<file path="src/rtl/hazard_sched_ctrl.sv">
// Hazard scheduler for the 5-stage core: Tuse/Tnew stall detection, forwarding selects, MDU busy sequencing.
// Optional performance counters (StallCnt, MdStallCnt) are built when HAZARD_PERF_EN is defined.
module hazard_sched_ctrl #(
    parameter int MULT_CYCLES = 5,
    parameter int DIV_CYCLES  = 10
) (
    input  logic       clk,
    input  logic       reset,
    input  logic [4:0] RsD,
    input  logic [4:0] RtD,
    input  logic [1:0] TuseRsD,
    input  logic [1:0] TuseRtD,
    input  logic       MdUseD,
    input  logic [4:0] RsE,
    input  logic [4:0] RtE,
    input  logic       RegWriteE,
    input  logic       RegWriteM,
    input  logic       RegWriteW,
    input  logic [4:0] RegDstE,
    input  logic [4:0] RegDstM,
    input  logic [4:0] RegDstW,
    input  logic [1:0] TnewE,
    input  logic [1:0] TnewM,
    input  logic       MdStartE,
    input  logic       MdIsDivE,
    input  logic [4:0] RtM,
    output logic       StallF,
    output logic       StallD,
    output logic       FlushE,
    output logic [1:0] FwdRsD,
    output logic [1:0] FwdRtD,
    output logic [1:0] FwdRsE,
    output logic [1:0] FwdRtE,
    output logic       FwdRtM,
    output logic       MdBusy
`ifdef HAZARD_PERF_EN
   ,output logic [31:0] StallCnt,
    output logic [31:0] MdStallCnt
`endif
);

    typedef enum logic [1:0] {
        MD_IDLE = 2'd0,
        MD_MUL  = 2'd1,
        MD_DIV  = 2'd2
    } md_state_t;

    localparam logic [3:0] MULT_LOAD = 4'(MULT_CYCLES - 1);
    localparam logic [3:0] DIV_LOAD  = 4'(DIV_CYCLES - 1);

    md_state_t  state_r;
    md_state_t  state_nxt_s;
    logic [3:0] cnt_r;
    logic [3:0] cnt_nxt_s;
    logic       gpr_stall_s;
    logic       md_stall_s;
    logic       stall_s;

    // Register 0 is hardwired zero, so it never matches a producer.
    function automatic logic match(input logic we, input logic [4:0] dst, input logic [4:0] src);
        return we && (dst == src) && (src != 5'd0);
    endfunction

    // Nearest ready producer wins: M (1) ahead of W (2); otherwise the local value (0).
    function automatic logic [1:0] fwd_sel(input logic [4:0] src, input logic we_m, input logic [4:0] dst_m,
                                           input logic [1:0] tnew_m, input logic we_w, input logic [4:0] dst_w);
        logic [1:0] sel;
        if (match(we_m, dst_m, src) && (tnew_m == 2'd0)) begin
            sel = 2'd1;
        end else if (match(we_w, dst_w, src)) begin
            sel = 2'd2;
        end else begin
            sel = 2'd0;
        end
        return sel;
    endfunction

    // Stall detection: data not ready in time, or MDU occupied/being started.
    always_comb begin
        gpr_stall_s = (match(RegWriteE, RegDstE, RsD) && (TuseRsD < TnewE)) ||
                      (match(RegWriteM, RegDstM, RsD) && (TuseRsD < TnewM)) ||
                      (match(RegWriteE, RegDstE, RtD) && (TuseRtD < TnewE)) ||
                      (match(RegWriteM, RegDstM, RtD) && (TuseRtD < TnewM));
        md_stall_s  = MdUseD && ((state_r != MD_IDLE) || MdStartE);
        stall_s     = gpr_stall_s || md_stall_s;
        StallF      = stall_s;
        StallD      = stall_s;
        FlushE      = stall_s;
        MdBusy      = (state_r != MD_IDLE);
    end

    // Forwarding selects for D, E and M consumers.
    always_comb begin
        FwdRsD = fwd_sel(RsD, RegWriteM, RegDstM, TnewM, RegWriteW, RegDstW);
        FwdRtD = fwd_sel(RtD, RegWriteM, RegDstM, TnewM, RegWriteW, RegDstW);
        FwdRsE = fwd_sel(RsE, RegWriteM, RegDstM, TnewM, RegWriteW, RegDstW);
        FwdRtE = fwd_sel(RtE, RegWriteM, RegDstM, TnewM, RegWriteW, RegDstW);
        FwdRtM = match(RegWriteW, RegDstW, RtM);
    end

    // MDU next-state: a start while busy is ignored and does not reload the counter.
    always_comb begin
        state_nxt_s = state_r;
        cnt_nxt_s   = cnt_r;
        case (state_r)
            MD_IDLE: begin
                if (MdStartE && MdIsDivE) begin
                    state_nxt_s = MD_DIV;
                    cnt_nxt_s   = DIV_LOAD;
                end else if (MdStartE) begin
                    state_nxt_s = MD_MUL;
                    cnt_nxt_s   = MULT_LOAD;
                end else begin
                    state_nxt_s = MD_IDLE;
                    cnt_nxt_s   = 4'd0;
                end
            end
            MD_MUL, MD_DIV: begin
                if (cnt_r != 4'd0) begin
                    cnt_nxt_s = cnt_r - 4'd1;
                end else begin
                    state_nxt_s = MD_IDLE;
                end
            end
            default: begin
                state_nxt_s = MD_IDLE;
                cnt_nxt_s   = 4'd0;
            end
        endcase
    end

    // MDU state and countdown registers.
    always_ff @(posedge clk or negedge reset) begin
        if (!reset) begin
            state_r <= MD_IDLE;
            cnt_r   <= 4'd0;
        end else begin
            state_r <= state_nxt_s;
            cnt_r   <= cnt_nxt_s;
        end
    end

`ifdef HAZARD_PERF_EN
    logic [31:0] stall_cnt_r;
    logic [31:0] md_stall_cnt_r;

    // Stall-cycle counters; both wrap naturally at 2^32.
    always_ff @(posedge clk or negedge reset) begin
        if (!reset) begin
            stall_cnt_r    <= 32'd0;
            md_stall_cnt_r <= 32'd0;
        end else begin
            stall_cnt_r    <= stall_cnt_r + {31'd0, stall_s};
            md_stall_cnt_r <= md_stall_cnt_r + {31'd0, md_stall_s};
        end
    end

    assign StallCnt   = stall_cnt_r;
    assign MdStallCnt = md_stall_cnt_r;
`endif

endmodule
</file>
<file path="config.mk">
export PLATFORM = sky130hd
export DESIGN_NAME = hazard_sched_ctrl
export DESIGN_NICKNAME = d
export VERILOG_FILES = /design/src/rtl/hazard_sched_ctrl.sv
export SDC_FILE = /design/constraint.sdc
export NUM_CORES = 1
export LEC_CHECK = 0
export BUFFER_PORTS_ARGS = -buffer_cell sky130_fd_sc_hd__buf_2
export CORE_ASPECT_RATIO = 0.75
export CORE_UTILIZATION = 46
export CTS_CLUSTER_DIAMETER = 60
export CTS_CLUSTER_SIZE = 16
export DETAILED_ROUTE_END_ITERATION = 10
export PLACE_DENSITY = 0.87
export SYNTH_ARGS = -nofsm -noshare
export SYNTH_HDL_FRONTEND = slang
export SYNTH_SLANG_ARGS = --single-unit
</file>
<file path="constraint.sdc">
create_clock -name clk -period 1.8 [get_ports clk]
set_input_delay 0.09 -clock clk [delete_from_list [all_inputs] [get_ports clk]]
set_output_delay 0.09 -clock clk [all_outputs]
set_load 0.02 [all_outputs]
</file>
### Word level (Yosys, flattened, before mapping)

Cells that the tools add are included.

| word-level totals | value |
|---|---|
| register bits | 6 |
| input port bits | 56 |
| logic and storage cells | 85 |

| operators by class | value |
|---|---|
| add/sub/neg operators | 1 |
| magnitude comparators | 4 |
| equality and inequality tests | 15 |
| muxes and demuxes | 16 |
| reductions and logical operators | 47 |

Operator list:

| cell | number |
|---|---|
| == test 5 bit | 11 |
| logical AND 1 bit | 32 |
| nonzero test 5 bit | 5 |
| 2-to-1 mux 2 bit | 10 |
| less-than comparator 2 bit | 4 |
| 2-to-1 mux 4 bit | 2 |
| one-hot mux 4 bit (2 select lines) | 1 |
| logical OR 1 bit | 5 |
| logical NOT 2 bit | 2 |
| inequality test 2 bit (second input constant) | 2 |
| one-hot mux 2 bit (2 select lines) | 1 |
| nonzero test 4 bit | 1 |
| subtractor 4 x 1 -> 4 bit (second input constant) | 1 |
| 2-to-1 mux 3 bit | 1 |
| == test 2 x 1 -> 1 bit (second input constant) | 1 |
| == test 2 bit (second input constant) | 1 |
| nonzero test 2 bit | 1 |
| OR reduction 2 bit | 1 |
| 2-to-1 mux 1 bit | 1 |

### Logic depth before layout (Yosys ltp)

Gate-level depths: netlist (run 1).

| depth | value |
|---|---|
| depth after elaboration | 8 |
| mapped depth | 7 |
| gate-level depth less buffers | 6 |

### Least setup slack after synthesis (run 1)

Ideal clock, no wire load.

| timing path | value |
|---|---|
| kind | input-to-output |
| from | input RtE[1] |
| to | output FwdRtE[1] |
| data arrival time | 1.593 ns |
| required time | 1.710 ns |
| path slack | 0.117 ns |
| cell stages on the path | 4 |
| buffers on the path | 0 |
| path through | or4_1 -> nor2_2 -> nor4_1 -> nor4_1 |

| on the way | value |
|---|---|
| word-level cells in the longest chain between the ends | 5 |
| elaborated cells on any way between the ends | 10 |

RTL lines:

| item | line | text |
|---|---|---|
| start: declaration | 15 | `input logic [4:0] RtE,` |
| == test 5 bit | 61 | `return we && (dst == src) && (src != 5'd0);` |
| logical AND 1 bit (2 in series) | 61 |  |
| 2-to-1 mux 2 bit / logical AND 1 bit (equally long branches) | 70, 68 |  |
| 2-to-1 mux 2 bit (*) | 68 | `if (match(we_m, dst_m, src) && (tnew_m == 2'd0)) begin` |
| end: declaration | 33 | `output logic [1:0] FwdRtE,` |

Every way passes the cells marked *; elsewhere a longest branch is shown, timed or not.

### Worst setup path after layout (run 1)

| timing path | value |
|---|---|
| from | register state_r[0] |
| to | output FlushE |

| on the way | value |
|---|---|
| word-level cells in the longest chain between the ends | 4 |

RTL lines:

| item | line | text |
|---|---|---|
| start: declaration | 51 | `md_state_t state_r;` |
| start signal: assignment | 138 | `state_r <= state_nxt_s;` |
| nonzero test 2 bit | 84 | `md_stall_s = MdUseD && ((state_r != MD_IDLE) \|\| MdStartE);` |
| logical OR 1 bit | 84 |  |
| logical AND 1 bit | 84 |  |
| logical OR 1 bit | 85 | `stall_s = gpr_stall_s \|\| md_stall_s;` |
| end: declaration | 29 | `output logic FlushE,` |

No other way between the ends.

==> reports/summary.txt, run 1 <==
status: completed
Final Max Slew Viols: 0
total vias in the final route: 1403
# rows: 16
sw frac: 42.58%
Netlist cell types: 38
internal power: 0.6428 mW
initial drt markers: 74
CTS buffer count: 3
P&R area growth vs syn: 31.51%
Hold/Removal Path Class: in -> reg
Hold Vio Cnt, Final: 0
placer's final routability congestion estimate: 0.9315
leakage power: 0.7894 nW
Worst EP arrival: 1.52 ns
IO Count: 69
wire length on met2: 1.795 mm
Ant. Diodes: 0
most frequent cells in the layout: buf_2, xnor2_1, xor2_1
filler instances: 228
register area: 150.1 um2
Clk Latency, worst-skew pair: 0.22 ns
combinational power share: 62.7%
DRC Markers: 0
Die Y: 48.08 um
area of the multi-input gates: 1089 um2
Initial Utilization: 49.29%
setup TNS: 0 ns
DRT antenna net count: 0
GRT Util Overall: 26.05%
Post-synth EDFFs: 0
WL per Instance: 14.37 um
maxcap violations: 0
Max IR drop VDD: 508.4 uV
routed vias/inst: 5.294
Setup Crit Path Kind: reg -> out
FF+latch count, synth: 6
DP Wirelength: 3.216 mm
Post-DP Area: 1662 um2
layout cell share with drive strength beyond 1: 35.37%
met3 WL post-DR: 268 um
antenna violations before repair: 0
final WL: 3.809 mm
Design Area, Final: 1713 um2
worst-margin pin slew: 0.4407 ns
chip width: 63.45 um
setup slack, reg-to-reg: 0.35 ns
top sig layer: met4
vias in the first global route: 1261
Primary FF master, synth: dfrtp_1
Worst Skew: 0.0008914 ns
total chip power: 1.119 mW
Async SR Flop Fraction: 100.0%
crit start category: register
Mapped Cells: 163
Reg power frac: 19.8%
period utilization: 89.50%
Psw: 0.4766 mW
Core Area: 2643 um2
clk root buf: clkbuf_8
CTS tree: done
CTS clk-pin slew, worst paths: 0.03 ns
Peak Freq: 620.7 MHz
Critical Path RT: 1.71 ns
endpoints failing setup: 0
global route overflow: 0
largest net degree at the start of global routing: 9
CP max FO: 4
Max clock buf depth: 2
clock net sink count: 6
Syn Area/Cell: 7.991 um2
die area: 3050 um2
Setup crit end kind: primary output
Nets: 295
port bufs: 68
sequential fraction of the synthesis area: 11.53%
PD cells: 653.5 nW/um2
RSZ-0062 raised after global routing: no
drt pass-1 iters: 4
min Tclk post-route: 1.611 ns
Syn Nets: 227
Worst slew margin: 70.49%
power share of the clock group: 17.4%
cell area after synthesis: 1302 um2
met1 wire length: 1.711 mm
Ys Warns: 0
Fin Hold WS: 0.2071 ns
first-pass GRT wire length: 5.961 mm
commonest non-fill, non-tap cell in the layout: buf_2
H-tree depth: 1
[cells by family after synthesis]
group,share of synthesized area (%)
AOI/OAI and AO/OA,9.414
adders and majority gates,7.685
and+or+nand+nor,29.40
DFF,11.53
buffers and inverters,4.899
xor gates and xnor gates,36.31
muxes,0.7685
[layout make-up]
| cell class | instances | share of cell area, % |
|---|---|---|
| clock buffer | 3 | 2.411 |
| inverter | 8 | 1.753 |
| multi-input combinational | 142 | 63.55 |
| sequential | 6 | 8.766 |
| tap | 36 | 2.630 |
| timing repair buffer | 70 | 20.89 |
[worst paths after layout]
| check | start | to | cells after the start |
|---|---|---|---|
| hold reg to reg | state_r[1] | state_r[1] | 2 |
| hold / removal | MdIsDivE | state_r[0] | 4 |
| min in group asynchronous | reset | cnt_r[2] | 2 |
| setup / recovery | state_r[0] | FlushE | 6 |
| setup reg to reg | state_r[0] | cnt_r[0] | 5 |
| max in group asynchronous | reset | cnt_r[1] | 2 |
[metal layers]
metal / GRT usage, % / vias to the layer above
li1: - / 706
met1: 35.72 / 632
met2: 45.11 / 58
met3: 2.857 / 7
met4: 5.909 / 0
met5: 0 / -
[metrics by stage]
stage	setup WS (ns)	utilization (%)	cells
floorplan	0.1168	-	163
global placement	0.2768	62.88	261
detailed placement	0.2624	62.88	261
CTS	0.1802	64.82	265
global route	0.03306	64.82	265
finish	0.1890	64.82	265
[power by group through the flow]
stage | clock (mW) | sequential, mW | combinational, mW
after CTS | 0.200 | 0.220 | 0.698
after detailed placement | 0 | 0.221 | 0.680
after global routing | 0.208 | 0.226 | 0.782
final | 0.195 | 0.222 | 0.702
after global placement | 0 | 0.221 | 0.666
after floorplan | 0 | 0.211 | 0.471
[worst max-delay path, cell delays in order (launching register included)]
cell and delay [ns]:
dfrtp_1 0.38, inv_1 0.08, ha_1 0.23, nand2b_1 0.09
a32oi_1 0.17, nand4_1 0.16, buf_2 0.19
[cell usage after synthesis (all sizes together) (3+ instances only)]
cell,count,share of area [%]
nand2b,9,4.3
nand4,8,3.8
xnor2,28,19
ha,8,7.7
clkbuf,5,1.4
nor3,8,3.1
dfrtp,6,12
nor2,7,2.4
inv,8,2.3
nor4,7,5.0
nand2,8,2.3
nand3,4,1.5
nor3b,3,2.1
xor2,26,17
a21oi,6,2.3
[state kept, by name, summed over array words and instances (netlist names)]
name     flops
cnt_r        4
state_r      2
[repair_timing]
action	in CTS	in global routing
endpoints found under the hold margin	6	0
resized for setup	0	0
setup buffers	0	0
hold buffers	1	0
No activity file was read; power rests on OpenSTA's default activity.
==> run 2: changes to the inputs <==
--- a/config.mk
+++ b/config.mk
@@ -11,6 +11,7 @@
 export CTS_CLUSTER_DIAMETER = 60
 export CTS_CLUSTER_SIZE = 16
 export DETAILED_ROUTE_END_ITERATION = 10
+export MAX_ROUTING_LAYER = met4
 export PLACE_DENSITY = 0.87
 export SYNTH_ARGS = -nofsm -noshare
 export SYNTH_HDL_FRONTEND = slang
==> reports/summary.txt, run 2 (same netlist as run 1, synthesis figures left out) <==
min Tclk post-route: 1.610 ns
total vias in the final route: 1405
global route overflow: 0
RSZ-0062 raised after global routing: no
maxcap violations: 0
biggest regs: cnt_r (4), state_r (2)
Core Area: 2643 um2
Worst Skew: 0.0005983 ns
hold endpoint: state_r[0]
pre-CTS setup slack: 0.2624 ns
fin util: 64.82%
Max clock buf depth: 2
final WL: 3.824 mm
CTS clk-pin slew, worst paths: 0.03 ns
clock net sink count: 6
CP max stage cell: dfrtp_1
endpoints failing setup: 0
# rows: 16
first-pass GRT wire length: 5.954 mm
filler instances: 228
CTS buffer count: 3
WL per Instance: 14.43 um
Max IR drop VDD: 509.2 uV
GRT Util Overall: 26.91%
Hold/Removal Path Class: in -> reg
setup slack, reg-to-reg: 0.35 ns
Hold Vio Cnt, Final: 0
drt pass-1 iters: 4
largest net degree at the start of global routing: 9
Worst Hold Depth: 4
Setup Crit Path Kind: reg -> out
status: completed
worst-margin pin slew: 0.4449 ns
crit start category: register
WP buf/inv: 2
Worst slew margin: 70.21%
DP Wirelength: 3.216 mm
period utilization: 89.42%
Final Max Slew Viols: 0
most frequent cells in the layout: buf_2, xnor2_1, xor2_1
Biggest register: cnt_r
Reg2Reg Capture Point: cnt_r[0]
initial drt markers: 86
H-tree depth: 1
CTS Hold Bufs: 1
clk root buf: clkbuf_8
DRC Markers: 0
DRT antenna net count: 0
setup TNS: 0 ns
commonest non-fill, non-tap cell in the layout: buf_2
setup ws final: 0.1904 ns
Clk Latency, worst-skew pair: 0.22 ns
vias in the first global route: 1264
Critical Path RT: 1.71 ns
Setup Fix Bufs, Post-CTS: 0
Peak Freq: 621.3 MHz
CTS tree: done
routed vias/inst: 5.302
CTS resizes: 0
placer's final routability congestion estimate: 0.9480
CP max FO: 4
Ant. Diodes: 0
Die Y: 48.08 um
max reg flops: 4
chain of cells forming the critical path: inv_1, ha_1, nand2b_1, a32oi_1, nand4_1, buf_2
die area: 3050 um2
total chip power: 1.122 mW
Initial Utilization: 49.29%
Nets: 295
leakage power: 0.7894 nW
IO Count: 69
chip width: 63.45 um
reg2reg start: state_r[0]
PD cells: 654.9 nW/um2
Worst EP arrival: 1.52 ns
Setup crit end kind: primary output
worst hold start: MdIsDivE
CP delay by family, top: flip-flops
P&R area growth vs syn: 31.51%
Reg2Reg Depth: 5
port bufs: 68
CP peak stage delay: 0.38 ns
layout cell share with drive strength beyond 1: 35.37%
antenna violations before repair: 0
==> run 2: cell counts in the layout (fill, tap and decap cells not counted) <==
Identical to the previous run, type by type.
==> run 2: routing by layer <==
layer  track usage, %  part of all wire (%)  wire length (um)  up-vias
li1                 -                     -                 -      703
met1            35.58                    45              1705      636
met2            45.11                    47              1798       62
met3            2.857                   7.5               285        4
met4            5.909                  0.89                34        0
met5                -                     0                 0        -
==> run 2: final cells by class <==
type                    count  area, um2  share of cell area [%]
clock buffers               3      41.29                   2.411
flip-flops and latches      6      150.1                   8.766
multi-input cells         142       1089                   63.55
well taps                  36      45.04                   2.630
repair buffers             70      357.8                   20.89
inverters                   8      30.03                   1.753
==> run 2: worst max path at each step <==
stage / from / end / slack (ns) / cells after the start
after floorplan: RtE[1] / FwdRtE[1] / 0.12 / 4
after global placement: RsD[0] / FwdRsD[1] / 0.28 / 6
after detailed placement: RsD[0] / FwdRsD[1] / 0.26 / 6
after CTS: state_r[0] / FlushE / 0.18 / 6
after global routing: state_r[0] / StallF / 0.03 / 6
final: state_r[0] / FlushE / 0.19 / 6
==> run 2: tightest hold or removal path, stage by stage <==
cell     delay, ns
buf_2         0.09
nor2_1        0.06
nand2_1       0.07
o21ai_0       0.07
==> run 2: report_power, final <==
part	switching [mW]	total, mW	internal, mW
logic	0.390	0.705	0.315
clock network	0.0527	0.196	0.143
registers	0.0366	0.221	0.185
total	0.479	1.12	0.643
==> run 2: through the flow <==
step	cell area, um2	hold slack, ns	instances
6_report	1713	0.2056	265
5_1_grt	1713	0.2095	265
4_1_cts	1713	0.1917	265
3_5_place_dp	1662	-0.07825	261
3_3_place_gp	1662	-0.07976	261
2_1_floorplan	1303	-0.2056	163
